**config.mk**
```make
export PLATFORM = sky130hd
export DESIGN_NAME = uart_tx_buffer
export DESIGN_NICKNAME = d
export VERILOG_FILES = /design/src/rtl/uart_pkg.sv /design/src/rtl/uart_sync_fifo.sv /design/src/rtl/uart_tx_buffer.sv
export SDC_FILE = /design/constraint.sdc
export NUM_CORES = 1
export LEC_CHECK = 0
export CORE_ASPECT_RATIO = 1.75
export CORE_MARGIN = 3
export CORE_UTILIZATION = 68
export DETAILED_ROUTE_END_ITERATION = 10
export DONT_BUFFER_PORTS = 1
export PLACE_DENSITY = 0.88
export SYNTH_ARGS = -nofsm -noshare
export SYNTH_HDL_FRONTEND = slang
export SYNTH_HIERARCHICAL = 1
export SYNTH_SLANG_ARGS = --single-unit
```
**constraint.sdc**
```tcl
create_clock -name clk -period 7 [get_ports clk]
set_clock_uncertainty 0.2 [all_clocks]
set_input_delay 1.4 -clock clk [delete_from_list [all_inputs] [get_ports clk]]
set_output_delay 1.4 -clock clk [all_outputs]
set_load 0.1 [all_outputs]
```
**src/rtl/uart_pkg.sv**
```systemverilog
`default_nettype none
// ============================================================================
//  Module      : uart_pkg
//  Description : Shared constants and FSM state encoding for the uart
//                transmit buffer (byte width, bytes per word, states).
//  Revision    : 1.0 - initial release
// ============================================================================
package uart_pkg;

    localparam int c_byte_w         = 8;
    localparam int c_bytes_per_word = 4;
    localparam int c_word_w         = c_byte_w * c_bytes_per_word;

    // Transmit sequencer states, 2-bit encoding
    typedef enum logic [1:0] {
        ST_IDLE      = 2'd0,
        ST_SEND      = 2'd1,
        ST_WAIT_ACK  = 2'd2,
        ST_WAIT_DONE = 2'd3
    } tx_state_t;

endpackage
`default_nettype wire

```
**src/rtl/uart_sync_fifo.sv**
```systemverilog
`default_nettype none
// ============================================================================
//  Module      : uart_sync_fifo
//  Description : Single-clock show-ahead FIFO. dout presents the head entry
//                whenever the FIFO is not empty; pushes while full and pops
//                while empty are ignored.
//  Revision    : 1.0 - initial release
// ============================================================================
module uart_sync_fifo #(
    parameter int WIDTH = 32,
    parameter int DEPTH = 8
) (
    input  logic                   clk,
    input  logic                   reset,
    input  logic                   push,
    input  logic                   pop,
    input  logic [WIDTH-1:0]       din,
    output logic [WIDTH-1:0]       dout,
    output logic                   full,
    output logic                   empty,
    output logic [$clog2(DEPTH):0] level
);

    localparam int               c_aw       = $clog2(DEPTH);
    localparam logic [c_aw:0]    c_full_cnt = (c_aw + 1)'(DEPTH);

    logic [WIDTH-1:0] r_mem [DEPTH];
    logic [c_aw-1:0]  r_wr_ptr;
    logic [c_aw-1:0]  r_rd_ptr;
    logic [c_aw:0]    r_count;
    logic             w_push_ok;
    logic             w_pop_ok;

    assign full      = (r_count == c_full_cnt);
    assign empty     = (r_count == '0);
    assign level     = r_count;
    assign dout      = r_mem[r_rd_ptr];
    assign w_push_ok = push && !full;
    assign w_pop_ok  = pop && !empty;

    // Pointer and occupancy bookkeeping; pointers wrap naturally at DEPTH
    always_ff @(posedge clk or posedge reset) begin
        if (reset) begin
            r_wr_ptr <= '0;
            r_rd_ptr <= '0;
            r_count  <= '0;
        end else begin
            if (w_push_ok) r_wr_ptr <= r_wr_ptr + 1'b1;
            if (w_pop_ok)  r_rd_ptr <= r_rd_ptr + 1'b1;
            case ({w_push_ok, w_pop_ok})
                2'b10:   r_count <= r_count + 1'b1;
                2'b01:   r_count <= r_count - 1'b1;
                default: r_count <= r_count;
            endcase
        end
    end

    // Storage array; contents need no reset because occupancy gates reads
    always_ff @(posedge clk) begin
        if (w_push_ok) r_mem[r_wr_ptr] <= din;
    end

endmodule
`default_nettype wire

```
**src/rtl/uart_tx_buffer.sv**
```systemverilog
`default_nettype none
// ============================================================================
//  Module      : uart_tx_buffer
//  Description : Transmit front end for the uart core. Queues 32-bit words,
//                unpacks each MSB-first into bytes and hands them to the uart
//                over the tx_ena / tx_data / tx_busy handshake, with sticky
//                overflow and handshake-timeout flags.
//  Revision    : 1.0 - initial release
// ============================================================================
module uart_tx_buffer
    import uart_pkg::*;
#(
    parameter int DEPTH       = 8,
    parameter int ACK_TIMEOUT = 16
) (
    input  logic                   clk,
    input  logic                   reset,
    input  logic                   wr_en,
    input  logic [c_word_w-1:0]    wr_data,
    output logic                   wr_full,
    output logic [$clog2(DEPTH):0] wr_level,
    input  logic                   clr_err,
    output logic                   overflow,
    output logic                   ack_err,
    input  logic                   tx_busy,
    output logic                   tx_ena,
    output logic [c_byte_w-1:0]    tx_data,
    output logic                   idle
);

    localparam int                   c_tmo_w     = (ACK_TIMEOUT > 1) ? $clog2(ACK_TIMEOUT) : 1;
    localparam logic [c_tmo_w-1:0]   c_tmo_last  = c_tmo_w'(ACK_TIMEOUT - 1);
    localparam int                   c_cnt_w     = $clog2(c_bytes_per_word);
    localparam logic [c_cnt_w-1:0]   c_last_byte = c_cnt_w'(c_bytes_per_word - 1);

    tx_state_t             r_state;
    logic [c_word_w-1:0]   r_shift;
    logic [c_cnt_w-1:0]    r_byte_cnt;
    logic [c_tmo_w-1:0]    r_tmo;
    logic                  r_tx_ena;
    logic [c_byte_w-1:0]   r_tx_data;
    logic                  r_overflow;
    logic                  r_ack_err;

    logic [c_word_w-1:0]   w_fifo_dout;
    logic                  w_fifo_empty;
    logic                  w_fifo_full;
    logic                  w_ack_to;
    logic                  w_adv;
    logic                  w_last_byte;
    logic                  w_pop;

    uart_sync_fifo #(
        .WIDTH (c_word_w),
        .DEPTH (DEPTH)
    ) u_fifo (
        .clk   (clk),
        .reset (reset),
        .push  (wr_en),
        .pop   (w_pop),
        .din   (wr_data),
        .dout  (w_fifo_dout),
        .full  (w_fifo_full),
        .empty (w_fifo_empty),
        .level (wr_level)
    );

    // The uart never acknowledged: give up on this byte and move on
    assign w_ack_to    = (r_state == ST_WAIT_ACK) && !tx_busy && (r_tmo == c_tmo_last);
    // Current byte is finished, either normally or by timeout
    assign w_adv       = w_ack_to || ((r_state == ST_WAIT_DONE) && !tx_busy);
    assign w_last_byte = (r_byte_cnt == c_last_byte);
    // Head word is taken from idle, or chained straight after a word's last byte
    assign w_pop       = !w_fifo_empty && ((r_state == ST_IDLE) || (w_adv && w_last_byte));

    assign wr_full  = w_fifo_full;
    assign overflow = r_overflow;
    assign ack_err  = r_ack_err;
    assign tx_ena   = r_tx_ena;
    assign tx_data  = r_tx_data;
    // Built from registered state only, so it settles with the clock edge
    assign idle     = (r_state == ST_IDLE) && w_fifo_empty;

    // Byte sequencer: loads words, issues one tx_ena pulse per byte, tracks the ack
    always_ff @(posedge clk or posedge reset) begin
        if (reset) begin
            r_state    <= ST_IDLE;
            r_shift    <= '0;
            r_byte_cnt <= '0;
            r_tmo      <= '0;
            r_tx_ena   <= 1'b0;
            r_tx_data  <= '0;
        end else begin
            r_tx_ena <= 1'b0;
            case (r_state)
                ST_IDLE: begin
                    if (!w_fifo_empty) begin
                        r_shift    <= w_fifo_dout;
                        r_byte_cnt <= '0;
                        r_tx_data  <= w_fifo_dout[c_word_w-1 -: c_byte_w];
                        r_tx_ena   <= 1'b1;
                        r_state    <= ST_SEND;
                    end
                end
                ST_SEND: begin
                    r_tmo   <= '0;
                    r_state <= ST_WAIT_ACK;
                end
                ST_WAIT_ACK: begin
                    if (tx_busy) begin
                        r_state <= ST_WAIT_DONE;
                    end else if (r_tmo != c_tmo_last) begin
                        r_tmo <= r_tmo + 1'b1;
                    end
                end
                ST_WAIT_DONE: begin
                    r_state <= ST_WAIT_DONE;
                end
                default: begin
                    r_state <= ST_IDLE;
                end
            endcase

            if (w_adv) begin
                if (w_last_byte) begin
                    if (!w_fifo_empty) begin
                        r_shift    <= w_fifo_dout;
                        r_byte_cnt <= '0;
                        r_tx_data  <= w_fifo_dout[c_word_w-1 -: c_byte_w];
                        r_tx_ena   <= 1'b1;
                        r_state    <= ST_SEND;
                    end else begin
                        r_byte_cnt <= r_byte_cnt + 1'b1;
                        r_state    <= ST_IDLE;
                    end
                end else begin
                    r_shift    <= {r_shift[c_word_w-c_byte_w-1:0], {c_byte_w{1'b0}}};
                    r_byte_cnt <= r_byte_cnt + 1'b1;
                    r_tx_data  <= r_shift[c_word_w-c_byte_w-1 -: c_byte_w];
                    r_tx_ena   <= 1'b1;
                    r_state    <= ST_SEND;
                end
            end
        end
    end

    // Sticky error flags; a new error event in the same cycle beats clr_err
    always_ff @(posedge clk or posedge reset) begin
        if (reset) begin
            r_overflow <= 1'b0;
            r_ack_err  <= 1'b0;
        end else begin
            if (wr_en && w_fifo_full) r_overflow <= 1'b1;
            else if (clr_err)         r_overflow <= 1'b0;

            if (w_ack_to)             r_ack_err  <= 1'b1;
            else if (clr_err)         r_ack_err  <= 1'b0;
        end
    end

endmodule
`default_nettype wire

```
After elaboration in Yosys (flattened, before gate mapping):

Memories as Yosys holds them, arrays and structs flattened.
Cells that the tools add are included.

* register bits: 61
* memory bits (writable): 256
* bits of input ports: 37
* output and inout bits: 17
* memories: 1

* add/sub/neg operators: 6
* equality and inequality tests: 14
* multiplexer cells: 35
* reductions and logical operators: 24

Memory list
* u_fifo.r_mem: words 8, width 32, read ports 1, clocked after Yosys merged registers in 0, write ports 1, RTL line uart_sync_fifo.sv:27 `logic [WIDTH-1:0] r_mem [DEPTH];`

Operator list (count)
* two-way mux 32 bit: 5
* two-way mux 8 bit: 5
* two-way mux 2 bit: 9
* case mux 4 bit (2 select lines): 2
* two-way mux 1 bit: 11
* nonzero test 2 bit: 5
* logical AND 1 bit: 9
* adder 4 x 1 -> 4 bit, second input constant: 2
* equality test 2 bit, second input constant: 4
* equality test 4 bit, second input constant: 2
* two-way mux 4 bit: 2
* case mux 2 bit (4 select lines): 1
* adder 3 x 1 -> 3 bit, second input constant: 2
* inequality test 3 bit, second input constant: 2
* equality test 2 x 1 -> 1 bit, second input constant: 2
* logical NOT 4 bit: 1
* inequality test 2 bit, second input constant: 2
* inequality test 4 bit, second input constant: 1
* AND reduction 2 bit: 2
* subtractor 4 x 1 -> 4 bit, second input constant: 1
* logical NOT 1 bit: 3
* AND reduction 3 bit: 1
* adder 2 x 1 -> 2 bit, second input constant: 1
* logical NOT 2 bit: 1
* 2 further kinds: 3

Depth between registers and ports, before layout:

Gate-level depths: netlist (run 1).

* word-level depth: 10
* mapped depth: 12
* gate-level depth less buffers: 11

Modules after synthesis:

The synthesis (run 1) kept the hierarchy.

Modules (own cells, without submodules)
* uart_sync_fifo: times used 1, cells an instance 438, area each 10401.2 um^2
* uart_tx_buffer: times used 1, cells an instance 210, area each 2477.4 um^2

Least setup slack after synthesis (run 1):

No wires, ideal clock.

* path type: in2reg
* start point: in wr_en
* end point: mem u_fifo.r_mem[0][0] (enable)
* library setup time: 0.461 ns
* data arrival time: 3.740 ns
* path slack: 2.599 ns
* stages: 2
* path buffers: 0
* path through: nand3b_1 nor3_1

* word-level cells in the longest chain between the ends: 3

Ends and longest elaborated chain
* start: declaration: RTL line uart_tx_buffer.sv:18 `input logic wr_en,`
* logical AND 1 bit: RTL line uart_sync_fifo.sv:38 `assign w_push_ok = push && !full;`
* two-way mux 1 bit: RTL line uart_sync_fifo.sv:60 `if (w_push_ok) r_mem[r_wr_ptr] <= din;`
* two-way mux 1 bit (not written as such): RTL line uart_sync_fifo.sv:60
* end: declaration: RTL line uart_sync_fifo.sv:27

No other way between the ends.

Worst setup path after layout (run 1):

* start point: reg u_fifo.r_count[0], in the netlist u_fifo/level[0]
* end point: reg u_fifo.r_count[3], in the netlist u_fifo/level[3]

* word-level cells in the longest chain between the ends: 6
* elaborated cells between the ends (all ways): 13
* those cells by class: add/sub: 2; eq/ne: 3; mux: 1; reduce/logical: 7

Ends and longest elaborated chain
* start: declaration: RTL line uart_sync_fifo.sv:30 `logic [c_aw:0] r_count;`
* start signal: assignment: RTL line uart_sync_fifo.sv:51 `2'b10: r_count <= r_count + 1'b1;`
* start signal: assignment: RTL line uart_sync_fifo.sv:52 `2'b01: r_count <= r_count - 1'b1;`
* start signal: assignment: RTL line uart_sync_fifo.sv:53 `default: r_count <= r_count;`
* logical NOT 4 bit (*): RTL line uart_sync_fifo.sv:35 `assign empty = (r_count == '0);`
* named net w_fifo_empty: RTL line uart_tx_buffer.sv:46 `logic w_fifo_empty;`
* logical NOT 1 bit (*): RTL line uart_tx_buffer.sv:74 `assign w_pop = !w_fifo_empty && ((r_state == ST_IDLE) || (w_adv && w_last_byte));`
* logical AND 1 bit (*): RTL line uart_tx_buffer.sv:74
* named net w_pop: RTL line uart_tx_buffer.sv:51 `logic w_pop;`
* logical AND 1 bit (*): RTL line uart_sync_fifo.sv:39 `assign w_pop_ok = pop && !empty;`
* named net u_fifo.w_pop_ok: RTL line uart_sync_fifo.sv:32 `logic w_pop_ok;`
* equality test 2 x 1 -> 1 bit / equality test 2 bit (equally long branches): RTL line uart_sync_fifo.sv:50 `case ({w_push_ok, w_pop_ok})`
* case mux 4 bit (2 select lines) / nonzero test 2 bit (equally long branches)

Mark *: on every way through the listed nets, which the timed path passes. The rest lies on a longest branch.
A chain may end at the register's enable or synchronous reset.

==> results of run 1 <==
==> through the flow <==
stage | utilization (%) | total power (W) | hold slack (ns)
2_1_floorplan | - | 0.00444 | 0.285
3_3_place_gp | 70.1 | 0.00472 | 0.301
3_5_place_dp | 70.1 | 0.00484 | 0.309
4_1_cts | 74.6 | 0.00630 | 0.345
5_1_grt | 74.6 | 0.00652 | 0.362
6_report | 74.6 | 0.00627 | 0.340
==> cell usage in the layout (no fill, tap or decap), drive strengths merged, types with 7 or more instances in the layout <==
cell | Yosys | routed
edfxtp | 256 | 256
mux4 | 64 | 64
dfrtp | 53 | 53
mux2 | 35 | 35
clkbuf | 12 | 32
o21ai | 28 | 28
a311o | 24 | 24
a2bb2oi | 24 | 24
nor2 | 19 | 19
nand2 | 17 | 17
buf | 29 | 16
inv | 13 | 12
mux2i | 10 | 10
clkinv | 0 | 9
ha | 7 | 7
==> synthesized netlist by cell type, types with 6 or more instances <==
| master | n | area share [%] |
|---|---|---|
| ha_1 | 7 | 0.68 |
| mux2_2 | 33 | 2.9 |
| dfrtp_1 | 53 | 10 |
| a311o_1 | 24 | 1.9 |
| edfxtp_1 | 256 | 60 |
| nand2_1 | 16 | 0.47 |
| mux4_1 | 28 | 5.7 |
| nor2_1 | 18 | 0.52 |
| o21ai_1 | 15 | 0.58 |
| buf_2 | 9 | 0.35 |
| a2bb2oi_2 | 19 | 2.2 |
| o21ai_0 | 10 | 0.39 |
| xnor2_1 | 6 | 0.41 |
| clkbuf_1 | 12 | 0.35 |
| inv_1 | 10 | 0.29 |
| buf_6 | 10 | 0.87 |
| mux4_2 | 36 | 6.3 |
| mux2i_1 | 10 | 0.78 |
==> logic make-up after synthesis <==
| group | Yosys count | share of synthesized area [%] |
|---|---|---|
| AOI/OAI and AO/OA | 102 | 7.36 |
| xor gates and xnor gates | 7 | 0.476 |
| adders and majority gates | 8 | 0.835 |
| buffers and inverters | 54 | 2.92 |
| DFF | 309 | 70.0 |
| muxes | 109 | 15.9 |
| and+or+nand+nor | 59 | 2.54 |
==> worst max-delay path by stage <==
stage | startpoint | to | slack [ns] | cells past startpoint
global placement | tx_busy | u_fifo/level[3] | 2.43 | 10
finish | u_fifo/level[0] | u_fifo/level[3] | 2.24 | 11
global route | u_fifo/level[0] | u_fifo/level[3] | 2.05 | 11
detailed placement | tx_busy | u_fifo/level[3] | 2.20 | 10
floorplan | wr_en | u_fifo/r_mem[0][0] | 2.60 | 2
CTS | u_fifo/level[0] | u_fifo/level[3] | 2.34 | 11
==> layer usage <==
metal	up-vias	wire [um]	global-route usage, %
met5	-	0	0
met4	0	873	8.50
met3	77	1760	4.48
met2	306	13800	44.3
met1	3295	9160	33.7
li1	2685	-	-
==> where the power goes <==
part,total [W],internal [W],switching [W]
Clock,0.00141,0.000780,0.000625
Combinational,0.00196,0.000931,0.00103
Sequential,0.00290,0.00237,0.000537
Total,0.00627,0.00408,0.00219
==> worst reg2reg max path, cell delays in order, from the launching register on <==
cell and delay [ns]:
dfrtp_1 1.10, nor4_2 0.15, buf_4 0.31, a211oi_2 0.88
o21a_1 0.25, o41ai_2 0.10, inv_2 0.13, ha_1 0.33
ha_1 0.35, or4b_1 0.53, o311ai_0 0.13, o211ai_1 0.16
==> final cells by class <==
class	instances	share of cell area, %
inverter	13	0.352
sequential	309	65.1
timing repair buffer	16	0.867
clock buffer	32	5.01
multi-input combinational	285	25.6
tap	238	2.15
clock inverter	15	0.966
==> impl_metrics.tcl, run 1 <==
set metrics [dict create \
    reg2reg_to "u_fifo/level[3]" \
    cts_buffers 26 \
    portBuffers 0 \
    synth_edf_count 256 \
    placed_cell_area_sq_um 13000 \
    crit_top_cell "ha_1" \
    ys_seq_area_share_pct 70.0 \
    via_per_inst 7.01 \
    relSlewSlack_pct 23.6 \
    cts_buffer_depth 3 \
    fin_ws_ns 2.24 \
    pre_cts_ws_ns 2.20 \
    grt_max_degree 67 \
    ir_drop_v 0.000355 \
    min_from "u_fifo/r_wr_ptr[0]" \
    cts_root_buffer "clkbuf_16" \
    syn_area_per_cell_sq_um 19.9 \
    worst_pin_slew_ns 1.15 \
    path_cells "nor4_2, buf_4, a211oi_2, o21a_1, o41ai_2, inv_2, ha_1, ha_1, or4b_1, o311ai_0, o211ai_1" \
    cts_hold_buf 0 \
    powerDensity_nw_per_um2 452 \
    grtUsageTotal_pct 25.9 \
    cts.repair.resized 0 \
    fin_setup_tns_ns 0 \
    critPathKind "reg2reg" \
    cp_slowest_cell "dfrtp_1" \
    drive_gt1_share_pct 25.2 \
    coreArea_sq_um 18600 \
    outcome "finished, final reports clean" \
    hold_path_depth 1 \
    worst-path-buf-inv 2 \
    grt_pass1_wl_um 39400 \
    drt-initial-drc-count 579 \
    setup_viol 0 \
    r2r_start "u_fifo/level[0]" \
    drc 0 \
    regArea_sq_um 9020 \
    fmax_mhz 210 \
    cp_max_fo 32 \
    place_inst 861 \
    clk_pin_slew_ns 0.07 \
    hold_viol 0 \
    finalInstanceArea_sq_um 13900 \
    slew_viol_final 0 \
    grt.overflow.total 0 \
    synthFlopType "edfxtp_1" \
    async_flop_share_pct 17.2 \
    grt_antenna_before_repair 0 \
    final-instance-count-excl-fill 908 \
    first_pass_iters 5 \
    max_cap_violations 0 \
    yosysUniqueCellTypes 62 \
    fp.dieW_um 110 \
    clk_latency_ns 0.53 \
    syn_area_sq_um 12900 \
    syn_inst 648 \
    yosys_warnings 6 \
    die-area_sq_um 20700 \
    cts_tree "yes" \
    dp_hpwl_um 14000 \
    cts.sinks 309 \
    p_leak_nw 4.58 \
    area_growth_pct 7.61 \
    initial_core_util_pct 69.3 \
    worst_ep_arrival_time_ns 4.95 \
    fill_cells 992 \
    rows 66 \
    post-route-period-util_pct 68.0 \
    rsz0062_at_grt "no" \
    die_h_um 188 \
    r2r_setup_slack_ns 2.24 \
    syn-num-nets 693 \
    ff2ff_path_depth 11 \
    end_kind "flip-flop" \
    cts_setup_buffers 0 \
    place.gp.congestion 0.822 \
    cp-start-kind "flip-flop" \
    antenna_cells 0 \
    required_ns 7.19 \
    ant_nets 0 \
    final_nets 696 \
    critPathTopFamily "compound AO/OA/AOI/OAI gates" \
    multi_input_area_sq_um 3540 \
    min_to "u_fifo/r_wr_ptr[0]" \
    slowest_delay_ns 1.10 \
    ys_seq_elements 309 \
    cts.htree.levels 1 \
    vias 6363 \
    grt_pass1_vias 6657 \
    hp-class "reg2reg" \
    ios 54 \
    layout_min_cycle_time_ns 4.76 \
    routed_wl_um 25600 \
    routedWlPerCell_um 28.2 \
]
(Power assumes the default switching activity.)
==> run 2: changes to the inputs <==
Settings changed: CORE_UTILIZATION 68 to 57, PLACE_DENSITY 0.88 to 0.79.
Clock period 7 ns to 4.3 ns, I/O delays scaled along.
==> impl_metrics.tcl, run 2 (same netlist as run 1, synthesis figures left out) <==
set metrics [dict create \
    cts_hold_buf 1 \
    cts.repair.resized 0 \
    first_pass_iters 5 \
    grt_pass1_vias 6644 \
    post-route-period-util_pct 84.7 \
    grt_max_degree 44 \
    drive_gt1_share_pct 26.4 \
    worst_pin_slew_ns 1.04 \
    drt-initial-drc-count 441 \
    rows 72 \
    regArea_sq_um 9020 \
    cts_buffer_depth 3 \
    fmax_mhz 275 \
    fin_setup_tns_ns 0 \
    dp_hpwl_um 14700 \
    grt.overflow.total 0 \
    required_ns 4.52 \
    place.gp.congestion 0.806 \
    setup_viol 0 \
    worst_ep_arrival_time_ns 3.86 \
    layout_common_cells "256 x edfxtp_1, 50 x dfrtp_1, 36 x mux4_2, 33 x mux2_2, 28 x mux4_1" \
    die_h_um 205 \
    end_kind "flip-flop" \
    die-area_sq_um 24500 \
    cp-start-kind "flip-flop" \
    powerDensity_nw_per_um2 733 \
    hold_viol 0 \
    via_per_inst 6.44 \
    cts_tree "yes" \
    p_leak_nw 4.67 \
    slew_viol_final 0 \
    cts_setup_buffers 0 \
    rsz0062_at_grt "no" \
    cp_max_fo 15 \
    fill_cells 1530 \
    coreArea_sq_um 22200 \
    pre_cts_ws_ns 0.612 \
    clk_latency_ns 0.54 \
    layout_min_cycle_time_ns 3.64 \
    vias 6263 \
    portBuffers 0 \
    grt_pass1_wl_um 39200 \
    multi_input_area_sq_um 3550 \
    cts.htree.levels 1 \
    fp.dieW_um 120 \
    antenna_cells 0 \
    outcome "finished, final reports clean" \
    final_nets 703 \
    max_cap_violations 0 \
    grt_antenna_before_repair 0 \
    hp-class "in2async" \
    cts.sinks 309 \
    ant_nets 0 \
    critPathKind "reg2reg" \
    grtUsageTotal_pct 21.5 \
    mostFrequentLayoutCell "edfxtp_1" \
    clk_pin_slew_ns 0.07 \
    area_growth_pct 9.21 \
    routed_wl_um 25200 \
    relSlewSlack_pct 30.7 \
    routedWlPerCell_um 25.9 \
    fin_ws_ns 0.659 \
    r2r_setup_slack_ns 0.66 \
    ios 54 \
    cts_root_buffer "clkbuf_16" \
    initial_core_util_pct 58.1 \
    drc 0 \
    ir_drop_v 0.000313 \
    ff2ff_path_depth 11 \
    cts_buffers 27 \
]
-- run 2: cell type report --
class | instances | share of cell area (%)
repair buffers | 22 | 1.37
flip-flops and latches | 309 | 64.1
inverters | 13 | 0.347
well taps | 296 | 2.63
multi-input cells | 285 | 25.3
clock buffers | 36 | 5.40
clock inverters | 12 | 0.863
-- run 2: critical path: stages (launching register included) --
cell,delay (ns)
dfrtp_1,0.69
mux2_4,0.36
a211oi_2,0.20
buf_4,0.24
o21a_1,0.17
o41ai_2,0.10
inv_2,0.10
ha_1,0.33
ha_1,0.36
or4b_1,0.53
o311ai_0,0.12
o211ai_1,0.13
-- run 2: worst paths after layout --
kind | from | end
min in group clk | wr_data[23] | u_fifo/r_mem[4][23]
max | r_state[1] | u_fifo/level[3]
min | reset | tx_ena
max reg2reg | r_state[1] | u_fifo/level[3]
min reg2reg | flip-flop | flip-flop
max in group asynchronous | reset | u_fifo/r_rd_ptr[0]
-- run 2: report_power, final --
part	leakage, nW	internal, W	switching, W
clock	0.427	0.00136	0.00103
sequential	2.95	0.00385	0.000867
combinational	1.29	0.00156	0.00164
-- run 2: metal layers --
layer  GRT usage, %  up-vias  part of all wire (%)
met3           4.25       72                   5.9
li1               -     2711                     -
met2           37.0      211                    53
met1           25.8     3269                    36
met4           11.1        0                   5.1
met5              0        -                     0
-- run 2: per-stage QoR --
stage	power (W)	area, sq um	hold slack, ns	util [%]	std cells
floorplan	0.00722	12900	0.285	-	648
global placement	0.00778	13200	0.301	59.4	924
detailed placement	0.00797	13200	0.311	59.4	924
CTS	0.0104	14100	0.140	63.5	973
global route	0.0108	14100	0.180	63.5	973
finish	0.0103	14100	0.140	63.5	973
==> run 3: changes to the inputs <==
Clock period 4.3 ns to 3.3 ns, I/O delays scaled along.
==> impl_metrics.tcl, run 3 (same netlist as run 1, synthesis figures left out) <==
set metrics [dict create \
    outcome "finished, final reports clean" \
    placed_cell_area_sq_um 13300 \
    total_power_w 0.0136 \
    rows 72 \
    cts_tree "yes" \
    portBuffers 0 \
    worst_ep_arrival_time_ns 3.37 \
    required_ns 3.54 \
    ant_nets 0 \
    area_growth_pct 10.4 \
    drt-initial-drc-count 491 \
    first_pass_iters 6 \
    powerDensity_nw_per_um2 956 \
    rsz0062_at_grt "no" \
    drive_gt1_share_pct 28.6 \
    place.gp.congestion 0.811 \
    coreArea_sq_um 22200 \
    ios 54 \
    drc 0 \
    hold_viol 0 \
    initial_core_util_pct 58.1 \
    grt.overflow.total 0 \
    grt_pass1_wl_um 39500 \
    grt_pass1_vias 6709 \
    die-area_sq_um 24500 \
    mostFrequentLayoutCell "edfxtp_1" \
    fill_cells 1498 \
    die_h_um 205 \
    antenna_cells 0 \
    p_leak_nw 4.73 \
    max_cap_violations 0 \
    via_per_inst 6.41 \
    cts_buffers 26 \
    worst_pin_slew_ns 1.01 \
    cp_max_fo 9 \
    multi_input_area_sq_um 3570 \
    fp.dieW_um 120 \
    fmax_mhz 320 \
    layout_common_cells "256 x edfxtp_1, 47 x dfrtp_1, 36 x mux4_2, 33 x mux2_2, 29 x clkbuf_16" \
    ir_drop_v 0.000534 \
    dp_hpwl_um 14800 \
    grtUsageTotal_pct 21.5 \
    grt_antenna_before_repair 0 \
    regArea_sq_um 9030 \
    layout_min_cycle_time_ns 3.13 \
    end_kind "flip-flop" \
    routedWlPerCell_um 26.0 \
    final_nets 710 \
    grt_max_degree 67 \
    cts_root_buffer "clkbuf_16" \
    post-route-period-util_pct 94.7 \
    relSlewSlack_pct 32.5 \
    vias 6286 \
    cts.sinks 309 \
    cp-start-kind "flip-flop" \
    cts.htree.levels 1 \
    critPathKind "reg2reg" \
    clk_latency_ns 0.53 \
    clk_pin_slew_ns 0.07 \
    slew_viol_final 0 \
    cts_buffer_depth 3 \
    fin_setup_tns_ns 0 \
    setup_viol 0 \
    routed_wl_um 25500 \
    finalInstanceArea_sq_um 14200 \
    cts_setup_buffers 0 \
    hp-class "in2async" \
]
## run 3: changes by cell type in the layout (fill, tap and decap cells not counted), sizes merged
cell / delta
inv: -1
clkinv: +1
dlygate4sd3: +2
buf: +6
## run 3: timing repair
action | 4_1_cts | 5_1_grt
resized for setup | 0 | 1
endpoints found under the setup margin | 0 | 1
hold endpoints to repair | 10 | 2
hold buffers | 1 | 2
## run 3: area by class of cell
| class | instances | area share, % |
|---|---|---|
| Clock buffer | 36 | 5.57 |
| Clock inverter | 12 | 0.889 |
| Inverter | 13 | 0.343 |
| Multi-Input combinational cell | 285 | 25.1 |
| Sequential cell | 309 | 63.5 |
| Tap cell | 296 | 2.60 |
| Timing Repair Buffer | 30 | 1.99 |
## run 3: worst max-delay path, stage by stage (launching register included)
cell      delay, ns
dfrtp_1        0.41
ha_2           0.26
a31oi_2        0.17
a211oi_2       0.28
o21a_1         0.17
o41ai_2        0.11
inv_2          0.09
ha_2           0.28
ha_1           0.29
a21oi_1        0.22
mux2_2         0.37
o211ai_1       0.18
## run 3: per-stage QoR
stage | setup WS, ns | utilization, % | hold WS, ns | std cells
5_1_grt | 0.00670 | 64.2 | 0.00127 | 981
3_3_place_gp | 0.241 | 59.9 | 0.303 | 930
4_1_cts | 0.157 | 64.1 | 0.00185 | 979
6_report | 0.175 | 64.2 | 0.00591 | 981
3_5_place_dp | 0.159 | 59.9 | 0.312 | 930
2_1_floorplan | 0.0255 | - | 0.285 | 648
## run 3: path summary, 6_finish.rpt
| path | depth (start not counted) | end | from | slack (ns) |
|---|---|---|---|---|
| setup reg to reg | 11 | u_fifo/level[3] | r_tmo[0] | 0.17 |
| min in group clk | 0 | u_fifo/r_mem[5][23] | wr_data[23] | 0.02 |
| hold / removal | 1 | async pin | reset | 0.006 |
| hold reg to reg | 1 | flip-flop | flip-flop | 0.32 |
| max in group asynchronous | 2 | async pin | reset | 2.18 |
| setup / recovery | 11 | u_fifo/level[3] | r_tmo[0] | 0.17 |
## run 3: power by group
group / switching, W / internal (W)
sequential: 0.000871 / 0.00504
clock: 0.00134 / 0.00185
combinational: 0.00240 / 0.00210
## run 3: routing by layer
layer / up-vias / track usage (%) / wire (um)
met4: 0 / 9.30 / 1110
met2: 239 / 38.0 / 13800
met3: 67 / 4.06 / 1370
li1: 2715 / - / -
met1: 3265 / 25.8 / 9260
met5: - / 0 / 0
